==> src/rtl/display_scan_ctrl.sv <==
// display_scan_ctrl -- refresh scheduler for a 4-digit seven-segment driver.
//
// Scans the four digit slots one after another. Each slot starts with a
// dead-time blank so the previous digit cannot ghost into this one. The lit
// window after the blank is PWM-dimmed. Digit values are double-buffered:
// a load lands in a pending register and only moves into the displayed
// shadow register on a frame boundary.
//
// Optional feature: define LEADING_ZERO_BLANK_EN to suppress leading zero
// digits (slots 3..1). Slot 0 is always lit.
//
// Ports:
//   clk          in   system clock, rising edge
//   rst          in   synchronous reset, active low
//   enable       in   scan enable; dropping it returns to IDLE next cycle
//   brightness   in   [3:0] PWM duty, 0 = dark, 15 = full
//   load         in   request to take digits_in
//   digits_in    in   [15:0] {digit3,digit2,digit1,digit0}
//   load_pending out  an accepted update is waiting for a frame boundary
//   load_ack     out  one-cycle pulse when the pending update commits
//   digit_out    out  [3:0] shadow digit for the current slot
//   anode_sel    out  [1:0] current slot index
//   display_on   out  segment enable to the driver
//   frame_tick   out  one-cycle pulse in the last cycle of slot 3
module display_scan_ctrl #(
  parameter int CLK_DIV      = 100000,
  parameter int BLANK_CYCLES = 1000
) (
  input  logic        clk,
  input  logic        rst,
  input  logic        enable,
  input  logic [3:0]  brightness,
  input  logic        load,
  input  logic [15:0] digits_in,
  output logic        load_pending,
  output logic        load_ack,
  output logic [3:0]  digit_out,
  output logic [1:0]  anode_sel,
  output logic        display_on,
  output logic        frame_tick
);

  localparam int SW = $clog2(CLK_DIV);
  localparam logic [SW-1:0] SLOT_LAST  = SW'(CLK_DIV - 1);
  localparam logic [SW-1:0] BLANK_LAST = SW'(BLANK_CYCLES - 1);

  typedef enum logic [1:0] {IDLE, BLANK, ON} state_t;

  state_t        r_state;
  logic [SW-1:0] r_slot_cnt;
  logic [1:0]    r_anode_sel;
  logic [3:0]    r_pwm_cnt;
  logic [15:0]   r_shadow;
  logic [15:0]   r_pending;
  logic          r_load_pending;
  logic          r_load_ack;
  logic [3:0]    r_digit_out;

  state_t        w_state_nxt;
  logic [SW-1:0] w_slot_nxt;
  logic [1:0]    w_anode_nxt;
  logic [3:0]    w_pwm_nxt;
  logic [15:0]   w_shadow_nxt;
  logic [3:0]    w_digit_nxt;
  logic          w_frame_tick;
  logic          w_commit;
  logic          w_accept;
  logic          w_lz_blank;

  // Next-state and counter logic.
  always_comb begin
    w_state_nxt = r_state;
    w_slot_nxt  = r_slot_cnt;
    w_anode_nxt = r_anode_sel;
    w_pwm_nxt   = r_pwm_cnt;
    case (r_state)
      IDLE: begin
        if (enable) begin
          w_state_nxt = BLANK;
          w_slot_nxt  = '0;
          w_anode_nxt = 2'd0;
        end
      end
      BLANK, ON: begin
        if (!enable) begin
          w_state_nxt = IDLE;
          w_slot_nxt  = '0;
          w_anode_nxt = 2'd0;
          w_pwm_nxt   = 4'd0;
        end else if (r_slot_cnt == SLOT_LAST) begin
          w_state_nxt = BLANK;
          w_slot_nxt  = '0;
          w_anode_nxt = r_anode_sel + 2'd1;
          w_pwm_nxt   = 4'd0;
        end else begin
          w_slot_nxt = r_slot_cnt + SW'(1);
          if (r_state == BLANK) begin
            if (r_slot_cnt == BLANK_LAST) begin
              w_state_nxt = ON;
              w_pwm_nxt   = 4'd0;
            end
          end else begin
            // 15-step PWM period so brightness 15 is fully on
            w_pwm_nxt = (r_pwm_cnt == 4'd14) ? 4'd0 : r_pwm_cnt + 4'd1;
          end
        end
      end
      default: begin
        w_state_nxt = IDLE;
        w_slot_nxt  = '0;
        w_anode_nxt = 2'd0;
        w_pwm_nxt   = 4'd0;
      end
    endcase
  end

  assign w_frame_tick = (r_state != IDLE) && (r_anode_sel == 2'd3) &&
                        (r_slot_cnt == SLOT_LAST);
  // Commit at the edge that ends the frame (or the first IDLE cycle), so the
  // new shadow and slot 0 appear together in the next cycle.
  assign w_commit     = r_load_pending && (w_frame_tick || r_state == IDLE);
  assign w_accept     = load && !r_load_pending;
  assign w_shadow_nxt = w_commit ? r_pending : r_shadow;

  // Digit is selected from the next shadow with the next slot index so
  // digit_out and anode_sel always switch on the same edge.
  always_comb begin
    w_digit_nxt = w_shadow_nxt[3:0];
    case (w_anode_nxt)
      2'd0: w_digit_nxt = w_shadow_nxt[3:0];
      2'd1: w_digit_nxt = w_shadow_nxt[7:4];
      2'd2: w_digit_nxt = w_shadow_nxt[11:8];
      2'd3: w_digit_nxt = w_shadow_nxt[15:12];
      default: w_digit_nxt = w_shadow_nxt[3:0];
    endcase
  end

`ifdef LEADING_ZERO_BLANK_EN
  // Slot k is dark when digits k..3 are all zero; slot 0 never blanks.
  always_comb begin
    w_lz_blank = 1'b0;
    case (r_anode_sel)
      2'd1: w_lz_blank = (r_shadow[15:4]  == 12'd0);
      2'd2: w_lz_blank = (r_shadow[15:8]  == 8'd0);
      2'd3: w_lz_blank = (r_shadow[15:12] == 4'd0);
      default: w_lz_blank = 1'b0;
    endcase
  end
`else
  assign w_lz_blank = 1'b0;
`endif

  always_ff @(posedge clk) begin
    if (!rst) begin
      r_state        <= IDLE;
      r_slot_cnt     <= '0;
      r_anode_sel    <= 2'd0;
      r_pwm_cnt      <= 4'd0;
      r_shadow       <= 16'd0;
      r_pending      <= 16'd0;
      r_load_pending <= 1'b0;
      r_load_ack     <= 1'b0;
      r_digit_out    <= 4'd0;
    end else begin
      r_state     <= w_state_nxt;
      r_slot_cnt  <= w_slot_nxt;
      r_anode_sel <= w_anode_nxt;
      r_pwm_cnt   <= w_pwm_nxt;
      r_shadow    <= w_shadow_nxt;
      r_digit_out <= w_digit_nxt;
      r_load_ack  <= w_commit;
      if (w_accept) begin
        r_pending      <= digits_in;
        r_load_pending <= 1'b1;
      end else if (w_commit) begin
        r_load_pending <= 1'b0;
      end
    end
  end

  assign load_pending = r_load_pending;
  assign load_ack     = r_load_ack;
  assign digit_out    = r_digit_out;
  assign anode_sel    = r_anode_sel;
  assign frame_tick   = w_frame_tick;
  // brightness is applied combinationally so a change takes effect at once
  assign display_on   = (r_state == ON) && (r_pwm_cnt < brightness) && !w_lz_blank;

endmodule

==> config.mk <==
export PLATFORM = sky130hd
export DESIGN_NAME = display_scan_ctrl
export DESIGN_NICKNAME = d
export VERILOG_FILES = /design/src/rtl/display_scan_ctrl.sv
export SDC_FILE = /design/constraint.sdc
export NUM_CORES = 1
export LEC_CHECK = 0
export BUFFER_PORTS_ARGS = -buffer_cell sky130_fd_sc_hd__buf_4
export CAP_MARGIN = 20
export CORE_MARGIN = 2
export CORE_UTILIZATION = 40
export CTS_BUF_LIST = sky130_fd_sc_hd__clkbuf_2
export DETAILED_ROUTE_END_ITERATION = 12
export SYNTH_ARGS = -nofsm -noshare
export SYNTH_HDL_FRONTEND = slang
export SYNTH_SLANG_ARGS = --single-unit
==> constraint.sdc <==
create_clock -name clk -period 3.1 [get_ports clk]
set_input_delay 0.155 -clock clk [delete_from_list [all_inputs] [get_ports clk]]
set_output_delay 0.155 -clock clk [all_outputs]
set_load 0.01 [all_outputs]
# Yosys cells after proc, flatten, opt, wreduce, memory -nomap -nowiden
# Cells that the tools add are included.
[totals]
regBits = 63
input_bits = 24
out_inout_bits = 10
wordCells = 65
[classes]
n_addsub = 3
order_cmp = 1
n_eq_ne = 13
mux = 24
bitwise = 1
reduce_logical = 14
[ops]
columns = ["operator", "n"]
rows = [
  ["17-bit 2-to-1 mux", 3],
  ["17-bit case mux with 2 select lines", 1],
  ["4-bit 2-to-1 mux", 5],
  ["17-bit by 1-bit adder with 17-bit output (second input constant)", 1],
  ["17-bit by 10-bit equality test with 1-bit output (second input constant)", 1],
  ["17-bit equality test (second input constant)", 1],
  ["16-bit 2-to-1 mux", 1],
  ["2-bit 2-to-1 mux", 8],
  ["4-bit case mux with 4 select lines", 1],
  ["2-bit equality test (second input constant)", 4],
  ["4-bit != test (second input constant)", 2],
  ["2-bit case mux with 2 select lines", 2],
  ["4-bit case mux with 2 select lines", 1],
  ["1-bit logical AND", 5],
  ["5-bit != test (second input constant)", 1],
  ["4-bit by 1-bit adder with 4-bit output (second input constant)", 1],
  ["2-bit by 1-bit equality test with 1-bit output (second input constant)", 2],
  ["4-bit equality test (second input constant)", 1],
  ["2-bit zero test", 2],
  ["4-bit less-than comparator", 1],
  ["2-bit nonzero test", 2],
  ["3-bit AND reduction", 1],
  ["2-bit by 1-bit adder with 2-bit output (second input constant)", 1],
  ["1-bit 2-to-1 mux", 2],
  ["6 further kinds", 6],
]

# Depth between registers and ports, before layout
[depth]
ltp_word = 7
depth_mapped = 10
depth_no_buf = 8

# Worst setup path before layout
# Ideal clock, no wire load.
[synth_timing]
path_type = "reg2reg"
startpoint = "register r_slot_cnt[0]"
endpoint = "register r_digit_out[2] (netlist: digit_out[2])"
setup_ns = 0.135
arrival_ns = 2.026
required_time_ns = 2.965
path_slack_ns = 0.939
path_stages_with_launch = 10
path_buffers = 2
synth_period_minus_slack_ns = 2.161
cell_sequence = "dfxtp_1 -> ha_1 -> and4_1 -> and4_1 -> buf_6 -> a21oi_1 -> or2_2 -> buf_2 -> a2111oi_0 -> nor4_1"
[synth_between]
elab_chain_len = 6
elab_cells_between_ends = 13
cone_classes = "eq/ne: 4; mux: 5; reduce/logical: 4"
[synth_lines]
columns = ["item", "line_no", "text"]
rows = [
  ["from (decl)", "50", "logic [SW-1:0] r_slot_cnt;"],
  ["from (signal assigned)", "166", "r_slot_cnt <= w_slot_nxt;"],
  ["17-bit equality test *", "90, 118", ""],
  ["2-bit 2-to-1 mux / 1-bit logical AND (equally long branches)", "90, 117", ""],
  ["2-bit 2-to-1 mux / 1-bit logical OR (equally long branches)", "85, 121", ""],
  ["2-bit case mux with 2 select lines / 1-bit logical AND (equally long branches)", "76, 121", ""],
  ["2-bit equality test (tied with other cells)", "129", "case (w_anode_nxt)"],
  ["4-bit case mux with 4 select lines *", "129", ""],
  ["to (signal assigned)", "170", "r_digit_out <= w_digit_nxt;"],
  ["to (decl)", "57", "logic [3:0] r_digit_out;"],
]
# Mark *: on every way between the ends. The rest lies on a longest branch, timed or not.
# A chain may end at the register's enable or synchronous reset.

# Worst setup path in the final report
# Same ends and word-level chain as after synthesis.

==> run_results.csv <==
group,metric,value,unit
run_status,status,"finished, final reports clean",
timing,relSlewSlack,60.36,%
hold_path,hp-class,"in2reg",
critical_path,critPathLaunchType,"flip-flop",
yosys,synthTopCellsByArea,"dfxtp_1 40%, nand2_1 9.7%, a21oi_1 5.8%, nor2_1 4.4%, ha_1 4.4%",
critical_path,cp.required,3.49,ns
placement,finalWeightedCongestion,0.8936,
grt,grt_pass1_vias,2663,
timing,period_minus_slack,2.564,ns
timing,grt_setup_unrepaired,"no",
drt,vias,2779,
placement,io_buffers,33,
yosys,synth_top_area_share,40.35,%
timing,tightest_slew,0.5946,ns
critical_path,cp_max_fo,14,
grt,grtUsageTotal,18.32,%
floorplanning,start_util,40.87,%
grt,antenna_found_initial,0,
finish,drive_above_1_share,14.52,%
floorplanning,dieWidth,92.40,um
yosys,ys_warn_count,0,
timing,fin_crit_sh,82.72,%
floorplanning,io_pins,34,
finish,fin_cells,536,
yosys,synthArstFlopShare,0,%
timing,fin_worst_skew,0.02423,ns
critical_path,crit_arrival,2.96,ns
timing,fmax,390.0,MHz
yosys,syn_inst,382,
yosys,avgSynthCellArea,8.182,um^2
yosys,synth.largest_area_cell,"dfxtp_1",
floorplanning,chipHeight,92.40,um
clock_tree,cts_tree,"done",
power,irDropWorstVdd,0.1878,mV
yosys,yosysMostFrequentCell,"nand2_1",
drt,routed_wl,7136,um
placement,place_ws,0.5793,ns
placement,dp.cells,503,
finish,fin_nets,464,
grt,grt_pass1_wl,12650,um
clock_tree,clk_path_buf_depth,2,
finish,fillers,747,
yosys,synth_seq_area_share,40.35,%
power,p_leak,1.425,nW
drt,viasPerCell,5.185,
drt,drt_iter0_drc,147,
timing,slew_viol_final,0,
timing,fin_hold_ws,0.1307,ns
floorplanning,die-area,8537,um^2
finish,n_antenna_cell,0,
clock_tree,path_clk_slew,0.18,ns
drt,drt-wirelength-per-cell,13.31,um
power,power_density,396.4,nW/um^2
floorplanning,rows,32,
floorplanning,core_area,7647,um^2
timing,hold_viol,0,
drt,drc_errors,0,
drt,ant_nets,0,
yosys,ys_top_cells_by_count,"81 x nand2_1, 63 x dfxtp_1, 37 x nor2_1, 36 x a21oi_1, 14 x clkbuf_1",
clock_tree,clk_latency,0.51,ns
flow_run,maxCapViolCount,0,
yosys,synth_flop_cell,"dfxtp_1",
yosys,synth_edf_count,0,
timing,finalSetupTns,0,ns
yosys,netlist_area,3125,um^2
yosys,syn_nets,417,
placement,dpl.hpwl,5016,um
grt,grt_max_degree,33,
critical_path,cp-end-kind,"flip-flop",
clock_tree,numCtsBuffers,9,
yosys,synthDistinctLibCells,55,
drt,first_pass_iters,4,
clock_tree,cts_htree_levels,3,
finish,area.growth.synth_to_final,18.85,%
timing,final.setup.worst_slack,0.5357,ns
clock_tree,root_buffer,"clkbuf_2",
finish,fin_util,48.58,%
clock_tree,post-cts-setup-buffers,0,
timing,finalSetupViolCount,0,
yosys,yosys_register_bits,63,
critical_path,crit_type,"reg2reg",
clock_tree,clock-sinks,63,
grt,grt_overflow_total,0,
## metal layers
metal / global-route usage [%] / share of wire (%)
met4: 7.587 / 1.4
met2: 27.31 / 45
met3: 4.150 / 4.3
met5: 0 / 0
met1: 25.47 / 50
## layout make-up
type	count	area, um^2	area share [%]
Inverter	9	33.78	0.9094
Multi-Input combinational cell	289	1728	46.51
Clock inverter	7	48.80	1.314
Sequential cell	63	1261	33.95
Timing Repair Buffer	57	470.5	12.66
Tap cell	102	127.6	3.435
Clock buffer	9	45.04	1.213
## cell usage in the layout (no fill, tap or decap), types with 5 or more instances in the layout
cell           Yosys  routed
xnor2_1            5       5
nor2_1            37      37
nand2_1           81      81
clkbuf_2           0       9
buf_4              1      40
inv_1              8       8
xor2_1            10      10
nand2b_1           7       7
nor3b_1            5       5
and4_1             5       5
nand4_1            7       7
mux2i_1            6       6
and2_1             9       9
o21ai_0            5       5
dfxtp_1           63      63
dlygate4sd3_1      0      17
and3_1             5       5
a21oi_1           36      36
ha_1              11      11
## kinds of logic after synthesis
kind of cell / share of synthesized area [%]
AO/OA/AOI/OAI: 14.97
XOR/XNOR: 4.203
adder cells (fa/ha/maj): 4.403
flip-flops: 40.35
AND/OR/NAND/NOR: 29.06
buffers and inverters: 4.363
multiplexers: 2.642
## where the power goes
part | internal [mW] | switching [mW] | total, mW
clock network | 0.107 | 0.321 | 0.427
logic | 0.0834 | 0.106 | 0.189
registers | 0.835 | 0.0208 | 0.856
total | 1.03 | 0.447 | 1.47
## final timing paths
| check | start | endpoint | slack [ns] | depth (start not counted) |
|---|---|---|---|---|
| min | enable | r_slot_cnt[1]$_SDFFE_PN0P_ | 0.13 | 5 |
| max | r_slot_cnt[0]$_SDFFE_PN0P_ | digit_out[2]$_SDFF_PN0_ | 0.54 | 7 |
| min reg2reg | r_shadow[13]$_SDFF_PN0_ | r_shadow[13]$_SDFF_PN0_ | 0.47 | 2 |
| max reg2reg | r_slot_cnt[0]$_SDFFE_PN0P_ | digit_out[2]$_SDFF_PN0_ | 0.54 | 7 |
## per-stage QoR
stage	power [mW]	cell area (um^2)
2_1_floorplan	0.9780	3126
3_3_place_gp	1.043	3451
3_5_place_dp	1.044	3451
4_1_cts	1.491	3715
5_1_grt	1.556	3715
6_report	1.473	3715
## critical path: stages (launching register included)
cell and delay (ns):
dfxtp_1 0.40, ha_1 0.22, and4_1 0.31, and4_1 0.37, a21oi_2 0.19, nand2b_1 0.42
a2111oi_0 0.44, nor4_1 0.11
## state kept, by name, summed over array words and instances (netlist names)
register      count
r_slot_cnt       17
r_pending        16
r_shadow         16
digit_out         4
r_pwm_cnt         4
anode_sel         2
r_state           2
load_ack          1
load_pending      1
## what timing repair did
action | in CTS | in global routing
resized for setup | 0 | 0
hold buffers | 17 | 0
hold endpoints to repair | 29 | 0
No activity file was read; power rests on OpenSTA's default activity.
